==> src/rtl/mod_exp_seq_if.sv <==
// Multiplier-side bus between the square-and-multiply controller and the
// Montgomery multiplier.
//   mm_x, mm_y : operands, driven by the controller (master)
//   mm_start   : start level, driven by the controller
//   mm_z       : product, driven by the multiplier (slave)
//   mm_done    : 1 = multiplier idle/complete, driven by the multiplier
interface mod_exp_seq_if #(
    parameter int unsigned K = 192
);
    logic [K-1:0] mm_x;
    logic [K-1:0] mm_y;
    logic         mm_start;
    logic [K-1:0] mm_z;
    logic         mm_done;

    modport master (
        output mm_x,
        output mm_y,
        output mm_start,
        input  mm_z,
        input  mm_done
    );

    modport slave (
        input  mm_x,
        input  mm_y,
        input  mm_start,
        output mm_z,
        output mm_done
    );
endinterface

==> src/rtl/mod_exp_seq.sv <==
// Square-and-multiply controller for Montgomery-domain modular exponentiation.
// Scans the exponent MSB first and sequences SQ / MUL requests to an external
// multiplier; all arithmetic happens in the multiplier.
// Ports:
//   clk        : rising-edge clock
//   reset      : asynchronous, active-low
//   start      : request, sampled in IDLE/DONE
//   e          : exponent, latched at start
//   base_mont  : Montgomery base, latched at start
//   one_mont   : Montgomery one, loaded into the accumulator at start
//   busy       : high from accepted start until DONE
//   done       : level, high in DONE
//   err        : multiplier acknowledge timeout
//   res        : result, valid while done=1
//   mm         : multiplier bus (master side)
module mod_exp_seq #(
    parameter int unsigned K           = 192,
    parameter int unsigned LOGK        = 8,
    parameter int unsigned ACK_TIMEOUT = 16
) (
    input  logic          clk,
    input  logic          reset,
    input  logic          start,
    input  logic [K-1:0]  e,
    input  logic [K-1:0]  base_mont,
    input  logic [K-1:0]  one_mont,
    output logic          busy,
    output logic          done,
    output logic          err,
    output logic [K-1:0]  res,
    mod_exp_seq_if.master mm
);

    localparam logic [2:0] StIdle = 3'd0;
    localparam logic [2:0] StScan = 3'd1;
    localparam logic [2:0] StReq  = 3'd2;
    localparam logic [2:0] StAck  = 3'd3;
    localparam logic [2:0] StWait = 3'd4;
    localparam logic [2:0] StDone = 3'd5;

    localparam logic OpSq  = 1'b0;
    localparam logic OpMul = 1'b1;

    localparam int unsigned     TW      = $clog2(ACK_TIMEOUT + 1);
    localparam logic [TW-1:0]   TimeMax = TW'(ACK_TIMEOUT - 1);
    localparam logic [LOGK-1:0] IdxMax  = LOGK'(K - 1);

    logic [2:0]      state_q, state_d;
    logic            op_q, op_d;
    logic            seen_q, seen_d;
    logic [LOGK-1:0] idx_q, idx_d;
    logic [K-1:0]    e_q, e_d;
    logic [K-1:0]    base_q, base_d;
    logic [K-1:0]    acc_q, acc_d;
    logic [K-1:0]    res_q, res_d;
    logic [K-1:0]    mm_x_q, mm_x_d;
    logic [K-1:0]    mm_y_q, mm_y_d;
    logic            mm_start_q, mm_start_d;
    logic            busy_q, busy_d;
    logic            done_q, done_d;
    logic            err_q, err_d;
    logic [1:0]      gap_q, gap_d;
    logic [TW-1:0]   timer_q, timer_d;

    always_comb begin
        state_d    = state_q;
        op_d       = op_q;
        seen_d     = seen_q;
        idx_d      = idx_q;
        e_d        = e_q;
        base_d     = base_q;
        acc_d      = acc_q;
        res_d      = res_q;
        mm_x_d     = mm_x_q;
        mm_y_d     = mm_y_q;
        mm_start_d = mm_start_q;
        busy_d     = busy_q;
        done_d     = done_q;
        err_d      = err_q;
        timer_d    = timer_q;
        // Consecutive cycles with mm_start low, saturating at 2.
        gap_d      = mm_start_q ? 2'd0 : ((gap_q == 2'd2) ? gap_q : gap_q + 2'd1);

        case (state_q)
            StIdle, StDone: begin
                if (state_q == StDone) begin
                    res_d  = acc_q;
                    done_d = 1'b1;
                    busy_d = 1'b0;
                end
                if (start) begin
                    e_d     = e;
                    base_d  = base_mont;
                    acc_d   = one_mont;
                    idx_d   = IdxMax;
                    seen_d  = 1'b0;
                    done_d  = 1'b0;
                    err_d   = 1'b0;
                    busy_d  = 1'b1;
                    state_d = StScan;
                end
            end
            StScan: begin
                if (seen_q) begin
                    // idx is kept; it advances once the square (and multiply) finish.
                    op_d    = OpSq;
                    mm_x_d  = acc_q;
                    mm_y_d  = acc_q;
                    state_d = StReq;
                end else begin
                    // Leading one: load base directly instead of squaring one_mont.
                    if (e_q[idx_q]) begin
                        acc_d  = base_q;
                        seen_d = 1'b1;
                    end
                    if (idx_q == '0) begin
                        state_d = StDone;
                    end else begin
                        idx_d = idx_q - 1'b1;
                    end
                end
            end
            StReq: begin
                if (!mm_start_q) begin
                    // The gap lets the multiplier pass through its start=0 idle state.
                    if (gap_q == 2'd2) begin
                        mm_start_d = 1'b1;
                        timer_d    = '0;
                    end
                end else if (!mm.mm_done) begin
                    state_d = StAck;
                end else if (timer_q == TimeMax) begin
                    mm_start_d = 1'b0;
                    err_d      = 1'b1;
                    busy_d     = 1'b0;
                    done_d     = 1'b0;
                    state_d    = StIdle;
                end else begin
                    timer_d = timer_q + 1'b1;
                end
            end
            StAck: begin
                mm_start_d = 1'b0;
                state_d    = StWait;
            end
            StWait: begin
                if (mm.mm_done) begin
                    acc_d = mm.mm_z;
                    if (op_q == OpSq && e_q[idx_q]) begin
                        op_d    = OpMul;
                        mm_x_d  = mm.mm_z;
                        mm_y_d  = base_q;
                        state_d = StReq;
                    end else if (idx_q == '0) begin
                        state_d = StDone;
                    end else begin
                        idx_d   = idx_q - 1'b1;
                        state_d = StScan;
                    end
                end
            end
            default: state_d = StIdle;
        endcase
    end

    always_ff @(posedge clk or negedge reset) begin
        if (!reset) begin
            state_q    <= StIdle;
            op_q       <= OpSq;
            seen_q     <= 1'b0;
            idx_q      <= IdxMax;
            e_q        <= '0;
            base_q     <= '0;
            acc_q      <= '0;
            res_q      <= '0;
            mm_x_q     <= '0;
            mm_y_q     <= '0;
            mm_start_q <= 1'b0;
            busy_q     <= 1'b0;
            done_q     <= 1'b0;
            err_q      <= 1'b0;
            gap_q      <= 2'd0;
            timer_q    <= '0;
        end else begin
            state_q    <= state_d;
            op_q       <= op_d;
            seen_q     <= seen_d;
            idx_q      <= idx_d;
            e_q        <= e_d;
            base_q     <= base_d;
            acc_q      <= acc_d;
            res_q      <= res_d;
            mm_x_q     <= mm_x_d;
            mm_y_q     <= mm_y_d;
            mm_start_q <= mm_start_d;
            busy_q     <= busy_d;
            done_q     <= done_d;
            err_q      <= err_d;
            gap_q      <= gap_d;
            timer_q    <= timer_d;
        end
    end

    assign busy        = busy_q;
    assign done        = done_q;
    assign err         = err_q;
    assign res         = res_q;
    assign mm.mm_x     = mm_x_q;
    assign mm.mm_y     = mm_y_q;
    assign mm.mm_start = mm_start_q;

endmodule

==> src/flat_wrapper.sv <==
// flat-port wrapper written by rule: the top's interface ports become plain ports
module mod_exp_seq_flat 
#(
    parameter int unsigned K           = 192,
    parameter int unsigned LOGK        = 8,
    parameter int unsigned ACK_TIMEOUT = 16
)
  (clk, reset, start, e, base_mont, one_mont, busy, done, err, res, mm_mm_x, mm_mm_y, mm_mm_start, mm_mm_z, mm_mm_done);
  mod_exp_seq_if #(.K(K)) mm_i ();
  input  logic clk;
  input  logic reset;
  input  logic start;
  input  logic [K-1:0] e;
  input  logic [K-1:0] base_mont;
  input  logic [K-1:0] one_mont;
  output logic busy;
  output logic done;
  output logic err;
  output logic [K-1:0] res;
  output wire logic [$bits(mm_i.mm_x)-1:0] mm_mm_x;
  output wire logic [$bits(mm_i.mm_y)-1:0] mm_mm_y;
  output wire logic [$bits(mm_i.mm_start)-1:0] mm_mm_start;
  input wire logic [$bits(mm_i.mm_z)-1:0] mm_mm_z;
  input wire logic [$bits(mm_i.mm_done)-1:0] mm_mm_done;
  assign mm_mm_x = mm_i.mm_x;
  assign mm_mm_y = mm_i.mm_y;
  assign mm_mm_start = mm_i.mm_start;
  assign mm_i.mm_z = mm_mm_z;
  assign mm_i.mm_done = mm_mm_done;
  mod_exp_seq #(.K(K), .LOGK(LOGK), .ACK_TIMEOUT(ACK_TIMEOUT)) u_core (.clk(clk), .reset(reset), .start(start), .e(e), .base_mont(base_mont), .one_mont(one_mont), .busy(busy), .done(done), .err(err), .res(res), .mm(mm_i));
endmodule
==> config.mk <==
export PLATFORM = sky130hd
export DESIGN_NAME = mod_exp_seq_flat
export DESIGN_NICKNAME = d
export VERILOG_FILES = /design/src/rtl/mod_exp_seq_if.sv /design/src/rtl/mod_exp_seq.sv /design/src/flat_wrapper.sv
export SDC_FILE = /design/constraint.sdc
export NUM_CORES = 2
export LEC_CHECK = 0
export ABC_CLOCK_PERIOD_IN_PS = 4800
export CAP_MARGIN = 20
export CORE_AREA = 2 2 520 522
export CTS_BUF_LIST = sky130_fd_sc_hd__clkbuf_8
export DETAILED_ROUTE_END_ITERATION = 10
export DIE_AREA = 0 0 522 524
export SLEW_MARGIN = 20
export SYNTH_ARGS = -nofsm -noshare
export SYNTH_HDL_FRONTEND = slang
export SYNTH_SLANG_ARGS = --single-unit
==> constraint.sdc <==
create_clock -name clk -period 4.8 [get_ports clk]
set_clock_uncertainty 0.2 [all_clocks]
set_input_delay 0.48 -clock clk [delete_from_list [all_inputs] [get_ports clk]]
set_output_delay 0.48 -clock clk [all_outputs]
set_load 0.02 [all_outputs]
Word-level counts from Yosys, hierarchy flattened
Cells that the tools add are included.

storage, ports and cells
  output and inout bits = 580
  word-level logic and storage cells = 126
  flip-flop bits (word level) = 1,176
  input bits = 772

cells by class
  order comparisons = 1
  reductions and logical operators = 20
  equal/unequal tests = 23
  add/sub/neg operators = 3
  muxes and demuxes = 62
  bitwise gates (word level) = 1

operators by type and width
  operator             count
  $mux 192             9
  $pmux 192 s2         2
  $pmux 192 s3         1
  $mux 8               5
  $mux 3               9
  $reduce_and 5->1     5
  $pmux 8 s3           1
  $mux 1               21
  $mux 5               4
  $pmux 3 s5           1
  $ne 2x2->1 const B   7
  $ne 2x1->1 const B   6
  $pmux 1 s2           6
  $reduce_bool 2->1    5
  $lt 8x9->1 const B   1
  $bmux 1 s8           1
  $logic_not 8->1      1
  $reduce_and 4->1     2
  $sub 8x1->8 const B  1
  $eq 3x2->1 const B   2
  $eq 3x3->1 const B   2
  $ne 3x2->1 const B   2
  $reduce_and 2->1     3
  $add 5x1->5 const B  1
  other kinds (11)     12

Depth between registers and ports, before layout
  depth after elaboration = 6
  depth in mapped cells = 15
  mapped depth without buffers = 9

Worst setup path before layout
OpenSTA, ideal clock, no wires.

  kind = reg2reg
  start = reg u_core.idx_q[0]
  end = reg u_core.mm_x_q[22] (netlist: u_core.mm.mm_x[22])
  library setup time = 0.094 ns
  path buffers = 6
  arrival = 3.113 ns
  cell stages (with the launch flop) = 15
  clock period less this slack = 3.407 ns
  data required time = 4.506 ns
  slack = 1.393 ns
  path through = dfstp_2 buf_4 buf_6 buf_6 inv_1 and3_1 a211o_1 a311oi_1 a41o_1 o21ai_1 or4_1 buf_2 buf_6 buf_6 a221oi_2

between the ends
  word-level cells in the longest chain between the ends = 5

ends and longest elaborated chain
  what                          RTL line            source
  start: declaration            mod_exp_seq.sv:51   logic [LOGK-1:0] idx_q, idx_d;
  start signal: assignment      mod_exp_seq.sv:171  idx_q <= IdxMax;
  start signal: assignment      mod_exp_seq.sv:188  idx_q <= idx_d;
  $bmux 1 s8                    mod_exp_seq.sv:149  if (op_q == OpSq && e_q[idx_q]) begin
  $mux 1 (implied by the code)  mod_exp_seq.sv:149
  $logic_and 1x1->1             mod_exp_seq.sv:149
  $ne 2x1->1 (no line)          -
  $reduce_and 4->1 (no line)    -
  end signal: assignment        mod_exp_seq.sv:193  mm_x_q <= mm_x_d;
  end: declaration              mod_exp_seq.sv:56   logic [K-1:0] mm_x_q, mm_x_d;

Every way passes these cells. The select of a mux whose other input is x is not followed.
A chain may end at the register's enable or synchronous reset.

Worst setup path after layout
  start = reg u_core.idx_q[0]
  end = reg u_core.mm_x_q[26] (netlist: u_core.mm.mm_x[26])

The elaborated chain is that of the path after synthesis.

==> results by group <==
Status
  – Outcome: finished, final reports clean

Logic synthesis
  – Main combinational cell family by area after synthesis: compound AO/OA/AOI/OAI gates
  – Syn. warnings: 0
  – Area share of and/or/nand/nor cells after synthesis: 0.0784
  – Post-synth top flop: dfrtp_1
  – Synthesized cell area: approximately 0.053 mm^2
  – EDFF count, synth: 0
  – Synth Area in XOR/XNOR: 0.000332
  – Cells after Synth: 4700
  – Synth unique cells: 67
  – Complex-gate fraction of the synthesized area: 0.195
  – Syn Area/Cell: 11.2 um^2
  – Register area share after synthesis: 0.558
  – Post-synthesis mux area share: 0.105
  – Synthesis-stage register bit count: 1176
  – Post-Syn Nets: 5476
  – Share of synthesized flip-flops with an asynchronous set or reset: 1.00
  – Adder-Cell Fraction of Synth Area: 0.000949

Detailed routing
  – DRC: 0
  – Antenna viol nets, final: 0
  – Routed length per placed instance: between 20 and 30 um
  – DR pass1 iterations: 6
  – DR vias/cell: 4.57
  – Final wirelength: 275000 um
  – Initial drt markers: 4113
  – Via count: 47900

STA
  – Maximum achievable frequency: 218 MHz
  – Fin. Hold Viols: 0
  – Finish-stage setup viols: 0
  – RSZ-0062 raised after global routing: no
  – Crit share post-route: 0.955
  – Slew @ Worst Pin: 1.20 ns
  – Final worst slack: approximately 0.22 ns
  – Slew HR: 0.197
  – Pins Over Slew Limit: 0
  – Minimum clock period: 4.58 ns

Floorplanning
  – Row cnt: 190
  – Initial Util: 0.197
  – I/O pin count: 1352
  – Area of the die: ~0.27 mm^2
  – Die Span Y: 524 um
  – Core region area: 0.267 mm^2
  – Die width: 522 um

Power
  – Lkg Pwr: 34.1 nW
  – Combinational Power Share: 0.523
  – Net Sw Frac: 0.440
  – Peak VDD IR: 0.000500 V
  – Sw Pwr: 26.6 mW
  – Clock power share: 0.167
  – P per Cell Area: 737 mW/mm^2
  – Total power: 60.4 mW
  – Internal power: 33.9 mW
  – Sequential Power Share: 0.310

Setup path
  – Critical path class: register to register
  – Flop2flop setup slack: roughly 0.22 ns
  – Required @ worst endpoint: 5.42 ns
  – Nature of the critical path startpoint: register
  – Worst r2r dst: u_core.mm.mm_x[26]$_DFFE_PN0P_
  – Critical path endpoint category: register
  – CP Max Fanout: 24
  – CP Data Arrival Time: 5.20 ns
  – Worst R2R Path Depth: 11
  – R2r startpoint: u_core.idx_q[0]$_DFFE_PN1P_

Min path
  – Hold_sp: e[9]
  – Min-Delay Endpoint: u_core.e_q[9]$_DFFE_PN0P_
  – Min-delay worst type: input port to register
  – Hold Crit Depth: 2

Flow run
  – Max-cap violations: 0

Place
  – Gp weighted congestion: 0.933
  – DP Worst Slack: -0.00533 ns
  – Dpl hpwl: 207000 um
  – Cell Area, Placed: 0.0708 mm^2
  – PortBufs: 1351

Global routing
  – First-pass GRT wire length: approximately 380000 um
  – Initial antenna violation count: 91
  – GR Overflow Total: 0
  – Maximum number of pins on one net before global-route repair: 130
  – GRT Total Usage: 0.193
  – Vias in the first global route: 49300

Clocking
  – Clock Tree Root: clkbuf_8
  – Clk_lat worst skew: 0.95 ns
  – Clock Path Buffers: 4
  – Clock sinks: 1176
  – Clock transition at the registers of the reported paths: 0.06 ns
  – H-tree levels: 4
  – Cts bufs inserted: 219
  – CTS tree: built

Layout
  – Share of cells above drive strength 1: 0.189
  – Area of the multi-input gates: 0.0201 mm^2
  – Finished Cell Area: around 0.082 mm^2
  – Fillers: roughly 27000
  – Commonest non-fill, non-tap cells in the layout: clkdlybuf4s50_1, dfrtp_1, dlygate4sd3_1, nor2_1, inv_1
  – Nets: 7503
  – Most common cell after layout, fill and taps aside: clkdlybuf4s50_1
  – Area Growth Syn to Fin: 55.4%
  – Register area: 0.0294 mm^2
  – Final core utilization: 0.307
## state kept, by name, indices dropped and copies added (netlist names), 2 cells and up
signal / cells
u_core.acc_q: 192
u_core.base_q: 192
u_core.timer_q: 5
u_core.state_q: 3
u_core.e_q: 192
u_core.res: 192
u_core.mm.mm_y: 192
u_core.idx_q: 8
u_core.mm.mm_x: 192
u_core.gap_q: 2
## how the worst max path moves through the flow
stage                                endpoint                         from  slack (ns)
3_3_place_gp   u_core.mm.mm_y[26]$_DFFE_PN0P_  u_core.idx_q[0]$_DFFE_PN1P_        0.07
5_1_grt        u_core.mm.mm_x[26]$_DFFE_PN0P_  u_core.idx_q[0]$_DFFE_PN1P_        0.11
6_report       u_core.mm.mm_x[26]$_DFFE_PN0P_  u_core.idx_q[0]$_DFFE_PN1P_        0.22
4_1_cts        u_core.mm.mm_x[26]$_DFFE_PN0P_  u_core.idx_q[0]$_DFFE_PN1P_        0.05
3_5_place_dp   u_core.mm.mm_x[26]$_DFFE_PN0P_  u_core.idx_q[0]$_DFFE_PN1P_      -0.005
2_1_floorplan  u_core.mm.mm_x[22]$_DFFE_PN0P_  u_core.idx_q[0]$_DFFE_PN1P_        1.39
## area by class of cell
| class | count | share of cell area |
|---|---|---|
| Tap cell | 3552 | 0.0542 |
| Timing Repair Buffer | 2174 | 0.268 |
| Clock inverter | 104 | 0.00783 |
| Inverter | 399 | 0.0183 |
| Clock buffer | 276 | 0.0463 |
| Antenna cell | 52 | 0.00159 |
| Sequential cell | 1176 | 0.359 |
| Multi-Input combinational cell | 2757 | 0.245 |
## cells by family (layout without fill, tap and decap cells)
family          Yosys count  in the layout
mux                     451            451
other cells               0             52
compound gates         1232           1232
xor+xnor                  2              2
flops                  1176           1176
fa+ha+maj                 4              4
simple gates           1068           1068
buf+inv                 767           2953
## Yosys cell counts, drive strengths merged (3+ instances only)
cell,n,area share
dfrtp,1169,0.55
nor2,607,0.043
nand2,407,0.029
inv,398,0.028
o21ai,396,0.038
mux2,388,0.083
a221oi,384,0.11
clkbuf,237,0.017
a21oi,204,0.019
o22ai,196,0.023
buf,131,0.017
mux4,41,0.018
mux2i,22,0.0042
nand3,18,0.0017
a31oi,9,0.0011
nor3,9,0.00085
dfstp,7,0.0035
a22oi,4,0.00057
ha,4,0.00095
nor2b,4,0.00047
o211ai,4,0.00057
o2bb2ai,4,0.00066
o31ai,4,0.00066
or3,4,0.00047
and2,3,0.00036
and3,3,0.00036
nor4,3,0.00064
## per-layer routing
metal | global-route usage | wire length, um
met2 | 0.298 | 122000
met4 | 0.0919 | 14500
met1 | 0.249 | 115000
met3 | 0.0533 | 23600
met5 | 0 | 246
## worst max-delay path, cell delays in order, from the launching register on
cell       delay [ns]
dfstp_4          0.91
buf_12           0.22
mux4_2           0.51
mux2i_1          0.17
mux2i_1          0.25
a2111oi_2        0.61
nor4_4           0.13
o21ai_2          0.35
or4_4            0.24
buf_12           0.27
buf_4            0.41
a221oi_2         0.10
## power groups by stage
| stage | clock network (mW) | registers (mW) | logic (mW) |
|---|---|---|---|
| after floorplan | 0 | 20.0 | 15.1 |
| after global placement | 0 | 18.7 | 30.6 |
| after detailed placement | 0 | 18.7 | 31.2 |
| after CTS | 10.3 | 18.6 | 31.8 |
| after global routing | 10.8 | 19.1 | 33.7 |
| final | 10.1 | 18.7 | 31.6 |
## per-stage QoR
| stage | cells | hold WS, ns | setup TNS [ns] |
|---|---|---|---|
| after CTS | 10400 | 0.000732 | 0 |
| after detailed placement | 9404 | 0.289 | -0.0147 |
| after global placement | 9404 | 0.284 | 0 |
| after floorplan | 4700 | -0.0156 | 0 |
| final | 10500 | 0.113 | 0 |
| after global routing | 10500 | 0.0378 | 0 |
## what timing repair did
item	in CTS	in global routing
buffers inserted	0	0
hold buffers	654	0
setup endpoints to repair	0	19
endpoints found under the hold margin	1095	0
resized for setup	0	1
(Power assumes the default switching activity.)
